`src/rtl/alu_seq.sv`:
```
// alu_seq -- registered, handshaked ALU with an iterative shift-add multiplier.
//
// Non-MUL opcodes are evaluated combinationally from the presented operands
// and loaded into the output register on the accept edge. MUL captures its
// operands on accept and runs one multiplier bit per cycle (LSB first) for
// WIDTH cycles before loading the double-width product.
//
// Ports:
//   clk, rst_n          clock (rising edge), asynchronous active-low reset
//   in_valid, in_ready  operand-issue handshake (in_ready is combinational)
//   x, y, sel           operands and opcode; y[SHW-1:0] is the shift amount
//   out_valid, out_ready result handshake
//   result, result_hi   result (low half for MUL), MUL upper half (else 0)
//   zero, carry, overflow, negative  registered flags
module alu_seq #(
    parameter int WIDTH = 8,
    parameter int SHW   = $clog2(WIDTH)
) (
    input  logic             clk,
    input  logic             rst_n,
    input  logic             in_valid,
    output logic             in_ready,
    input  logic [WIDTH-1:0] x,
    input  logic [WIDTH-1:0] y,
    input  logic [3:0]       sel,
    output logic             out_valid,
    input  logic             out_ready,
    output logic [WIDTH-1:0] result,
    output logic [WIDTH-1:0] result_hi,
    output logic             zero,
    output logic             carry,
    output logic             overflow,
    output logic             negative
);

    localparam logic [3:0] OP_ADD  = 4'd0,  OP_SUB  = 4'd1,  OP_MUL  = 4'd2,
                           OP_AND  = 4'd3,  OP_OR   = 4'd4,  OP_XOR  = 4'd5,
                           OP_XNOR = 4'd6,  OP_NOT  = 4'd7,  OP_NAND = 4'd8,
                           OP_NOR  = 4'd9,  OP_SLT  = 4'd10, OP_SLL  = 4'd11,
                           OP_SRL  = 4'd12, OP_ROL  = 4'd13, OP_ROR  = 4'd14,
                           OP_SRA  = 4'd15;

    typedef enum logic {S_IDLE, S_MUL} state_t;

    typedef struct packed {
        logic [WIDTH-1:0] r;
        logic             c;
        logic             v;
    } alu_res_t;

    // Single-cycle operations. MUL is handled by the iterative path.
    function automatic alu_res_t alu_op(input logic [3:0] op,
                                        input logic [WIDTH-1:0] a,
                                        input logic [WIDTH-1:0] b);
        alu_res_t                o;
        logic [WIDTH:0]          ext;
        logic signed [WIDTH:0]   sext;
        logic signed [WIDTH-1:0] sa;
        logic signed [WIDTH-1:0] sb;
        logic [SHW-1:0]          amt;
        logic [SHW-1:0]          idx;
        o    = '0;
        ext  = '0;
        sext = '0;
        sa   = $signed(a);
        sb   = $signed(b);
        amt  = b[SHW-1:0];
        case (op)
            OP_ADD: begin
                ext = {1'b0, a} + {1'b0, b};
                o.r = ext[WIDTH-1:0];
                o.c = ext[WIDTH];
                o.v = (a[WIDTH-1] == b[WIDTH-1]) && (o.r[WIDTH-1] != a[WIDTH-1]);
            end
            OP_SUB: begin
                // Top bit of the widened difference is the borrow.
                ext = {1'b0, a} - {1'b0, b};
                o.r = ext[WIDTH-1:0];
                o.c = ext[WIDTH];
                o.v = (a[WIDTH-1] != b[WIDTH-1]) && (o.r[WIDTH-1] != a[WIDTH-1]);
            end
            OP_AND:  o.r = a & b;
            OP_OR:   o.r = a | b;
            OP_XOR:  o.r = a ^ b;
            OP_XNOR: o.r = ~(a ^ b);
            OP_NOT:  o.r = ~a;
            OP_NAND: o.r = ~(a & b);
            OP_NOR:  o.r = ~(a | b);
            OP_SLT:  o.r = WIDTH'(sa < sb);
            // A guard bit beside the operand catches the last bit shifted out;
            // with a zero amount the guard stays 0.
            OP_SLL:  {o.c, o.r} = {1'b0, a} << amt;
            OP_SRL:  {o.r, o.c} = {a, 1'b0} >> amt;
            OP_SRA: begin
                sext = $signed({a, 1'b0}) >>> amt;
                {o.r, o.c} = sext;
            end
            // Index arithmetic wraps modulo WIDTH because WIDTH is a power of two.
            OP_ROL: begin
                for (int i = 0; i < WIDTH; i++) begin
                    idx = SHW'(i) - amt;
                    o.r[i] = a[idx];
                end
            end
            OP_ROR: begin
                for (int i = 0; i < WIDTH; i++) begin
                    idx = SHW'(i) + amt;
                    o.r[i] = a[idx];
                end
            end
            default: o = '0;
        endcase
        return o;
    endfunction

    state_t               state_q, state_d;
    logic [SHW-1:0]       cnt_q, cnt_d;
    logic [2*WIDTH-1:0]   acc_q, acc_d;
    logic [2*WIDTH-1:0]   mcand_q, mcand_d;
    logic [WIDTH-1:0]     mplier_q, mplier_d;
    logic                 out_valid_q, out_valid_d;
    logic [WIDTH-1:0]     res_q, res_d;
    logic [WIDTH-1:0]     hi_q, hi_d;
    logic                 zero_q, zero_d;
    logic                 carry_q, carry_d;
    logic                 ovf_q, ovf_d;
    logic                 neg_q, neg_d;
    alu_res_t             alu_res;
    logic                 accept;

    assign alu_res  = alu_op(sel, x, y);
    assign in_ready = (state_q == S_IDLE) && (!out_valid_q || out_ready);
    assign accept   = in_valid && in_ready;

    always_comb begin
        state_d     = state_q;
        cnt_d       = cnt_q;
        acc_d       = acc_q;
        mcand_d     = mcand_q;
        mplier_d    = mplier_q;
        out_valid_d = out_valid_q;
        res_d       = res_q;
        hi_d        = hi_q;
        zero_d      = zero_q;
        carry_d     = carry_q;
        ovf_d       = ovf_q;
        neg_d       = neg_q;

        // Drain first; a load later in this block overrides it.
        if (out_valid_q && out_ready) begin
            out_valid_d = 1'b0;
        end

        case (state_q)
            S_IDLE: begin
                if (accept) begin
                    if (sel == OP_MUL) begin
                        state_d  = S_MUL;
                        cnt_d    = '0;
                        acc_d    = '0;
                        mcand_d  = {{WIDTH{1'b0}}, x};
                        mplier_d = y;
                    end else begin
                        out_valid_d = 1'b1;
                        res_d       = alu_res.r;
                        hi_d        = '0;
                        zero_d      = (alu_res.r == '0);
                        carry_d     = alu_res.c;
                        ovf_d       = alu_res.v;
                        neg_d       = alu_res.r[WIDTH-1];
                    end
                end
            end
            S_MUL: begin
                acc_d    = acc_q + (mplier_q[0] ? mcand_q : '0);
                mcand_d  = mcand_q << 1;
                mplier_d = mplier_q >> 1;
                cnt_d    = cnt_q + 1'b1;
                if (cnt_q == SHW'(WIDTH - 1)) begin
                    // Final partial product is folded in on the loading edge.
                    state_d     = S_IDLE;
                    cnt_d       = '0;
                    out_valid_d = 1'b1;
                    res_d       = acc_d[WIDTH-1:0];
                    hi_d        = acc_d[2*WIDTH-1:WIDTH];
                    zero_d      = (acc_d == '0);
                    carry_d     = (acc_d[2*WIDTH-1:WIDTH] != '0);
                    ovf_d       = (acc_d[2*WIDTH-1:WIDTH] != '0);
                    neg_d       = acc_d[WIDTH-1];
                end
            end
            default: state_d = S_IDLE;
        endcase
    end

    always_ff @(posedge clk or negedge rst_n) begin
        if (!rst_n) begin
            state_q     <= S_IDLE;
            cnt_q       <= '0;
            acc_q       <= '0;
            mcand_q     <= '0;
            mplier_q    <= '0;
            out_valid_q <= 1'b0;
            res_q       <= '0;
            hi_q        <= '0;
            zero_q      <= 1'b0;
            carry_q     <= 1'b0;
            ovf_q       <= 1'b0;
            neg_q       <= 1'b0;
        end else begin
            state_q     <= state_d;
            cnt_q       <= cnt_d;
            acc_q       <= acc_d;
            mcand_q     <= mcand_d;
            mplier_q    <= mplier_d;
            out_valid_q <= out_valid_d;
            res_q       <= res_d;
            hi_q        <= hi_d;
            zero_q      <= zero_d;
            carry_q     <= carry_d;
            ovf_q       <= ovf_d;
            neg_q       <= neg_d;
        end
    end

    assign out_valid = out_valid_q;
    assign result    = res_q;
    assign result_hi = hi_q;
    assign zero      = zero_q;
    assign carry     = carry_q;
    assign overflow  = ovf_q;
    assign negative  = neg_q;

endmodule

```
`config.mk`:
```
export PLATFORM = sky130hd
export DESIGN_NAME = alu_seq
export DESIGN_NICKNAME = d
export VERILOG_FILES = /design/src/rtl/alu_seq.sv
export SDC_FILE = /design/constraint.sdc
export NUM_CORES = 1
export LEC_CHECK = 0
export CORE_ASPECT_RATIO = 1.5
export CORE_UTILIZATION = 55
export DETAILED_ROUTE_END_ITERATION = 7
export HOLD_SLACK_MARGIN = 0.03
export PLACE_DENSITY_LB_ADDON = 0.15
export SYNTH_ARGS = -nofsm -noshare
export SYNTH_HDL_FRONTEND = slang
export SYNTH_SLANG_ARGS = --single-unit
export TNS_END_PERCENT = 20
```
`constraint.sdc`:
```
create_clock -name clk -period 2.9 [get_ports clk]
set_input_delay 0.87 -clock clk [delete_from_list [all_inputs] [get_ports clk]]
set_output_delay 0.87 -clock clk [all_outputs]
set_load 0.02 [all_outputs]
```
==> results of run 1 <==
[state kept, by name (all words and copies together), names as in the netlist]
signal,flops
zero,1
acc_q,16
cnt_q,3
out_valid,1
result_hi,8
mcand_q,16
mplier_q,8
carry,1
result,8
overflow,1
state_q,1
[final cells by class]
class / count / area (um2) / share of cell area, %
antenna: 1 / 2.502 / 0.02521
tap: 150 / 187.7 / 1.891
clock inverter: 3 / 40.04 / 0.4034
timing repair buffer: 295 / 2469 / 24.87
sequential: 64 / 1603 / 16.15
multi-input combinational: 653 / 5225 / 52.65
inverter: 33 / 131.4 / 1.324
clock buffer: 12 / 266.5 / 2.685
[worst max-delay path, delay by kind of cell, from the launching register on]
family,cells,cell delay (ps)
AND/OR/NAND/NOR,4,1560
AO/OA/AOI/OAI,4,690
flip-flops,1,460
adder cells (fa/ha/maj),1,380
buffers and inverters,1,160
[routing by layer]
metal / vias to the layer above / wire, um / GRT usage (%)
met1: 4072 / 10150 / 53.38
met3: 386 / 4447 / 21.20
met5: - / 0 / 1.250
li1: 3493 / - / -
met4: 0 / 4406 / 48.85
met2: 858 / 14850 / 84.59
[through the flow]
step	area, um2	util, %	power (W)	instances	hold slack [ps]
2_1_floorplan	6713	-	0.004526	809	452.5
3_3_place_gp	8887	76.67	0.006933	1178	453.5
3_5_place_dp	8887	76.67	0.007194	1178	486.5
4_1_cts	9676	83.47	0.008958	1209	495.7
5_1_grt	9925	85.62	0.01055	1211	532.6
6_report	9925	85.62	0.01032	1211	497.8
[path summary, 6_finish.rpt]
| check | startpoint | to | slack [ps] | cells after the start |
|---|---|---|---|---|
| setup / recovery | mplier_q[0] | overflow | -460 | 10 |
| hold / removal | result_hi[6] | result_hi[6] | 500 | 2 |
| setup reg to reg | mplier_q[0] | overflow | -460 | 10 |
| hold reg to reg | result_hi[6] | result_hi[6] | 500 | 2 |
| max in group asynchronous | rst_n | result[7] | 1630 | 2 |
| min in group asynchronous | rst_n | cnt_q[2] | 600 | 1 |
[cells by family (layout without fill, tap and decap cells)]
logic type | after synthesis | after routing | share of synthesized area [%]
and+or+nand+nor | 322 | 322 | 24.97
AOI/OAI and AO/OA | 225 | 225 | 23.81
buffers and inverters | 92 | 343 | 5.517
DFF | 64 | 64 | 24.27
adders and majority gates | 47 | 47 | 9.251
muxes | 45 | 45 | 10.33
xor gates and xnor gates | 14 | 14 | 1.858
other | 0 | 1 | 0
[cells in the mapped netlist (6+ instances only)]
master     number  area (um2)
a2111oi_0       6       52.55
a211oi_1       12       90.09
a21o_1         13       97.59
a21oi_1        27       135.1
a221oi_1        6       52.55
a22o_1          6       52.55
a31oi_1         6       37.54
and2_1         21       131.4
and3_1         11       68.82
buf_1           7       26.28
buf_2           6       30.03
clkbuf_1       43       161.4
dfrtp_1        64        1602
ha_1           44       550.5
inv_1          33       123.9
mux2i_1        22       220.2
mux4_2         18       405.4
nand2_1        91       341.6
nand2b_1       27       168.9
nand3_1        21       105.1
nand4_1         8       50.05
nor2_1         71       266.5
nor2b_1         7       43.79
nor3_1         18       90.09
nor3b_1         6       45.04
nor4_1          7       43.79
o211ai_1       13       97.59
o21ai_0        52       260.3
o22ai_1        24       150.1
or3_1           7       43.79
xnor2_1         6       52.55
xor2_1          8       70.07
[repair_timing]
item / 4_1_cts / 5_1_grt
pin swaps: 34 / 21
hold buffers: 0 / 0
setup buffers: 16 / 3
gates resized for setup: 101 / 50
endpoints found under the setup margin: 18 / 19
hold endpoints to repair: 0 / 0
[where the power goes]
group	leakage [nW]	internal, W	total [W]	switching [W]
Clock	0.154	0.000728	0.00114	0.000408
Sequential	0.791	0.00127	0.00165	0.000375
Combinational	3.52	0.00333	0.00753	0.00420
Total	4.47	0.00533	0.0103	0.00499
==> metrics.csv, run 1 <==
stage,metric,value,unit
run_status,outcome,finished with violations,
run_status,failing checks,"design-rule violations, negative setup slack",
finish,fill count,583,
synthesis,"EDFF count, synth",0,
placement,GP Congestion,1.067,
timing,RSZ-0062 raised after global routing,yes,
floorplanning,Initial Util,56.94,%
synthesis,#FFs+latches synth,64,
synthesis,Netlist cell types,77,
finish,layout cells sized above 1,37.55,%
synthesis,Syn Inst Count,809,
placement,dpl ws,-740.8,ps
drt,drt first-iter violations,1099,
synthesis,syn_nets,880,
floorplanning,Vert. Die Dim,136.2,um
timing,Setup TNS,-2285,ps
timing,worst slew pin tran,773.3,ps
finish,NumNets Final,1127,
grt,All-Layer GR Usage,53.32,%
synthesis,Netlist Area Pre-Place,6600,um2
worst_setup_path,nature of the critical path endpoint,register,
clock_network,CTS tree,done,
drt,# DRC,18,
timing,pins over their slew limit,0,
job,max-cap viol count,0,
worst_setup_path,peak fanout along the critical path,6,
floorplanning,Core Region,11590,um2
clock_network,root buf cell,clkbuf_16,
clock_network,clock sink total,64,
drt,vias,8809,
placement,post-DP HPWL,21.22,mm
timing,minimum clock period,3357,ps
finish,Layout area overhead,50.37,%
timing,Max Fclk,0.2978,GHz
timing,Setup-failing EPs final,14,
grt,global-route wire length before repair,49.40,mm
clock_network,CTS Buf Count,9,
power,Peak VDD IR,0.6551,mV
floorplanning,FP Rows,48,
grt,grt total ovfl,0,
floorplanning,full die area,12450,um2
floorplanning,I/O Pins,46,
timing,Slew HR,48.45,%
worst_setup_path,"Slowest-stage cell, CP",or4_4,
placement,port bufs,45,
clock_network,H-Tree Depth,3,
worst_setup_path,"Cell Chain, Critical Path","buf_4, and2_1, ha_1, o21a_2, o21ai_2, o2111a_1, or4_4, or4_4, nor4_4, o21ai_1",
worst_setup_path,Crit path required time,3120,ps
drt,Routed WL,33.86,mm
worst_setup_path,startpoint types,register,
finish,"commonest non-fill, non-tap cell in the layout",buf_4,
grt,number of global-route vias before repair,8625,
drt,drt wl/cell,27.96,um
power,PD cells,1040,nW/um2
clock_network,"Reg clk slew, reported paths",60,ps
worst_setup_path,Crit Path Class,reg2reg,
clock_network,clk buf depth,2,
synthesis,YS warnings,0,
synthesis,Post-synth ARST share,100.0,%
drt,Vias/cell,7.274,
worst_setup_path,CP most frequent cell,or4_4,
floorplanning,chip width,91.45,um
timing,Worst Skew,10.55,ps
synthesis,Syn Area/Cell,8.158,um2
finish,most frequent cells in the layout,"buf_4, nand2_1, nor2_1",
worst_setup_path,CP max stage delay,560,ps
min_path,HP Class,reg2reg,
power,Leak,4.468,nW
timing,period utilization,115.8,%
drt,Final ANT Viol Nets,0,
timing,Fin. Hold Viols,0,
grt,largest net degree at the start of global routing,35,
synthesis,Synth Flop Type,dfrtp_1,
synthesis,"Seq/Total Area, Yosys",24.27,%
grt,antenna violations before repair,2,
timing,PnR worst setup slack,-457.4,ps
clock_network,worst-skew pair later-pin latency,350,ps
drt,Pre-antenna DRT Iters,8,
worst_setup_path,WP data arrival,3580,ps
No activity file was read; power rests on OpenSTA's default activity.
==> run 2, diff against run 1 <==
- ABC_AREA: default -> 1
- CELL_PAD_IN_SITES_DETAIL_PLACEMENT: default -> 1
- CELL_PAD_IN_SITES_GLOBAL_PLACEMENT: default -> 1
- CORE_UTILIZATION: 55 -> 38
==> metrics.csv, run 2 <==
stage,metric,value,unit
worst_setup_path,Crit path required time,3170,ps
synthesis,post-synthesis mux area share,0,%
finish,fill count,2259,
synthesis,Post-synth top cells,"nand2_1, inv_1, nand3_1",
clock_network,CTS Buf Count,9,
finish,Largest regs,"acc_q: 16 flops, mcand_q: 16 flops",
timing,Setup TNS,0,ps
finish,NumNets Final,1342,
finish,Final Core Density,54.06,%
worst_setup_path,startpoint types,primary input,
finish,# diodes,0,
drt,Vias/cell,5.389,
finish,"commonest non-fill, non-tap cell in the layout",nand2_1,
synthesis,share of the synthesized area in the top cell type,24.96,%
floorplanning,full die area,17420,um2
clock_network,worst-skew pair later-pin latency,330,ps
drt,drt first-iter violations,317,
worst_setup_path,peak fanout along the critical path,6,
synthesis,Synth Area in Adders,9.516,%
drt,vias,7987,
clock_network,clock sink total,64,
grt,All-Layer GR Usage,33.99,%
timing,Hold WS,487.8,ps
finish,Register Area,1602,um2
finish,Layout area overhead,37.60,%
synthesis,Post-synth ARST share,100.0,%
floorplanning,Initial Util,39.29,%
timing,Slew HR,60.10,%
clock_network,H-Tree Depth,3,
job,max-cap viol count,0,
grt,global-route wire length before repair,44.48,mm
synthesis,"Seq/Total Area, Yosys",24.96,%
synthesis,Synth Flop Type,dfrtp_1,
synthesis,"EDFF count, synth",0,
finish,layout cells sized above 1,19.91,%
synthesis,Netlist cell types,40,
clock_network,"Reg clk slew, reported paths",50,ps
synthesis,Syn Inst Count,1083,
run_status,outcome,"finished, final reports clean",
floorplanning,Core Region,16330,um2
synthesis,YS warnings,0,
grt,antenna violations before repair,0,
timing,worst slew pin tran,594.2,ps
drt,Routed WL,29.09,mm
timing,pins over their slew limit,0,
synthesis,Netlist Area Pre-Place,6416,um2
synthesis,syn_nets,1154,
drt,drt wl/cell,19.63,um
worst_setup_path,Crit Path Class,in2reg,
drt,Final ANT Viol Nets,0,
floorplanning,chip width,108.1,um
power,PD cells,845.1,nW/um2
synthesis,most frequent cell after synthesis,nand2_1,
timing,minimum clock period,2822,ps
floorplanning,Vert. Die Dim,161.1,um
placement,GP Congestion,0.9709,
worst_setup_path,WP data arrival,3090,ps
finish,most frequent cells in the layout,"nand2_1, buf_4, nand3_1",
worst_setup_path,nature of the critical path endpoint,register,
floorplanning,FP Rows,57,
timing,period utilization,97.31,%
clock_network,CTS tree,done,
clock_network,clk buf depth,2,
drt,# DRC,0,
timing,Setup-failing EPs final,0,
placement,Cells after DPL,1464,
synthesis,Synth Area in XOR/XNOR,1.482,%
grt,grt total ovfl,0,
power,Peak VDD IR,0.5924,mV
grt,largest net degree at the start of global routing,65,
floorplanning,I/O Pins,46,
clock_network,root buf cell,clkbuf_16,
timing,PnR worst setup slack,78.11,ps
synthesis,Synth Area in Simple Gates,43.72,%
synthesis,dominant cells by area after synthesis,"dfrtp_1, nand2_1, nand3_1",
power,Leak,4.848,nW
clock_network,"Hold-fix buffers, CTS",0,
timing,Fin. Hold Viols,0,
timing,Worst Skew,5.680,ps
synthesis,Syn Area/Cell,5.924,um2
synthesis,Yosys top cell by area,dfrtp_1,
finish,footprint of the multi-input gates,4362,um2
min_path,HP Class,reg2reg,
grt,number of global-route vias before repair,8500,
finish,Non-Filler Instances,1482,
placement,port bufs,45,
placement,post-DP HPWL,23.00,mm
placement,dpl ws,-545.8,ps
timing,Max Fclk,0.3544,GHz
synthesis,post-synthesis compound-gate area fraction,9.497,%
drt,Pre-antenna DRT Iters,5,
synthesis,main combinational cell family by area after synthesis,simple AND/OR/NAND/NOR gates,
synthesis,#FFs+latches synth,64,
[run 2: final timing paths]
path	start	end	slack [ps]	cells after the start
max in group asynchronous	rst_n	acc_q[13]	2050	2
min reg2reg	result_hi[0]	result_hi[0]	490	2
min	result_hi[0]	result_hi[0]	490	2
min in group asynchronous	rst_n	mcand_q[4]	550	2
max reg2reg	mplier_q[0]	zero	110	17
max	x[7]	zero	80	15
[run 2: cells by family (layout without fill, tap and decap cells)]
group,Yosys count,in the layout
and+or+nand+nor,680,680
buffers and inverters,172,365
xor gates and xnor gates,10,10
AOI/OAI and AO/OA,110,110
DFF,64,64
adders and majority gates,47,47
[run 2: worst max-delay path: stages]
cell,delay [ps]
clkdlybuf4s50_1,420
buf_4,180
nand2_1,180
nor2_1,90
nand2_1,150
nand2_1,80
nor2_1,110
nand2_1,120
nor2_1,120
nand4_1,180
nor2_2,170
nand3_1,90
o21bai_1,180
nand2_1,90
nand2_1,60
[run 2: layer usage]
layer | wire [um] | GRT usage (%) | vias up
li1 | - | - | 3824
met4 | 2091 | 24.28 | 0
met5 | 0 | 0 | -
met3 | 554 | 2.704 | 101
met1 | 10570 | 34.28 | 3870
met2 | 15880 | 63.93 | 192
[run 2: stage by stage]
stage | power [W] | instance area [um2]
6_report | 0.007461 | 8828
5_1_grt | 0.008025 | 8828
4_1_cts | 0.007296 | 8551
3_5_place_dp | 0.005966 | 8212
3_3_place_gp | 0.005828 | 8212
2_1_floorplan | 0.004293 | 6416
[run 2: what timing repair did]
action / CTS / global route
buffers inserted: 0 / 2
resized for setup: 6 / 83
setup endpoints to repair: 10 / 11
cloned: 0 / 0
pin swaps: 0 / 24
[run 2: power breakdown]
group	internal, W	switching [W]	leakage (nW)	total [W]
logic	0.00176	0.00288	3.91	0.00464
registers	0.00129	0.000323	0.781	0.00162
clock network	0.000801	0.000403	0.159	0.00120
[run 2: final cells by class]
| class | count | area share [%] |
|---|---|---|
| Timing Repair Buffer | 207 | 19.70 |
| Clock inverter | 4 | 0.8645 |
| Sequential cell | 64 | 18.14 |
| Multi-Input combinational cell | 847 | 49.40 |
| Inverter | 142 | 6.066 |
| Tap cell | 206 | 2.919 |
| Clock buffer | 12 | 2.905 |
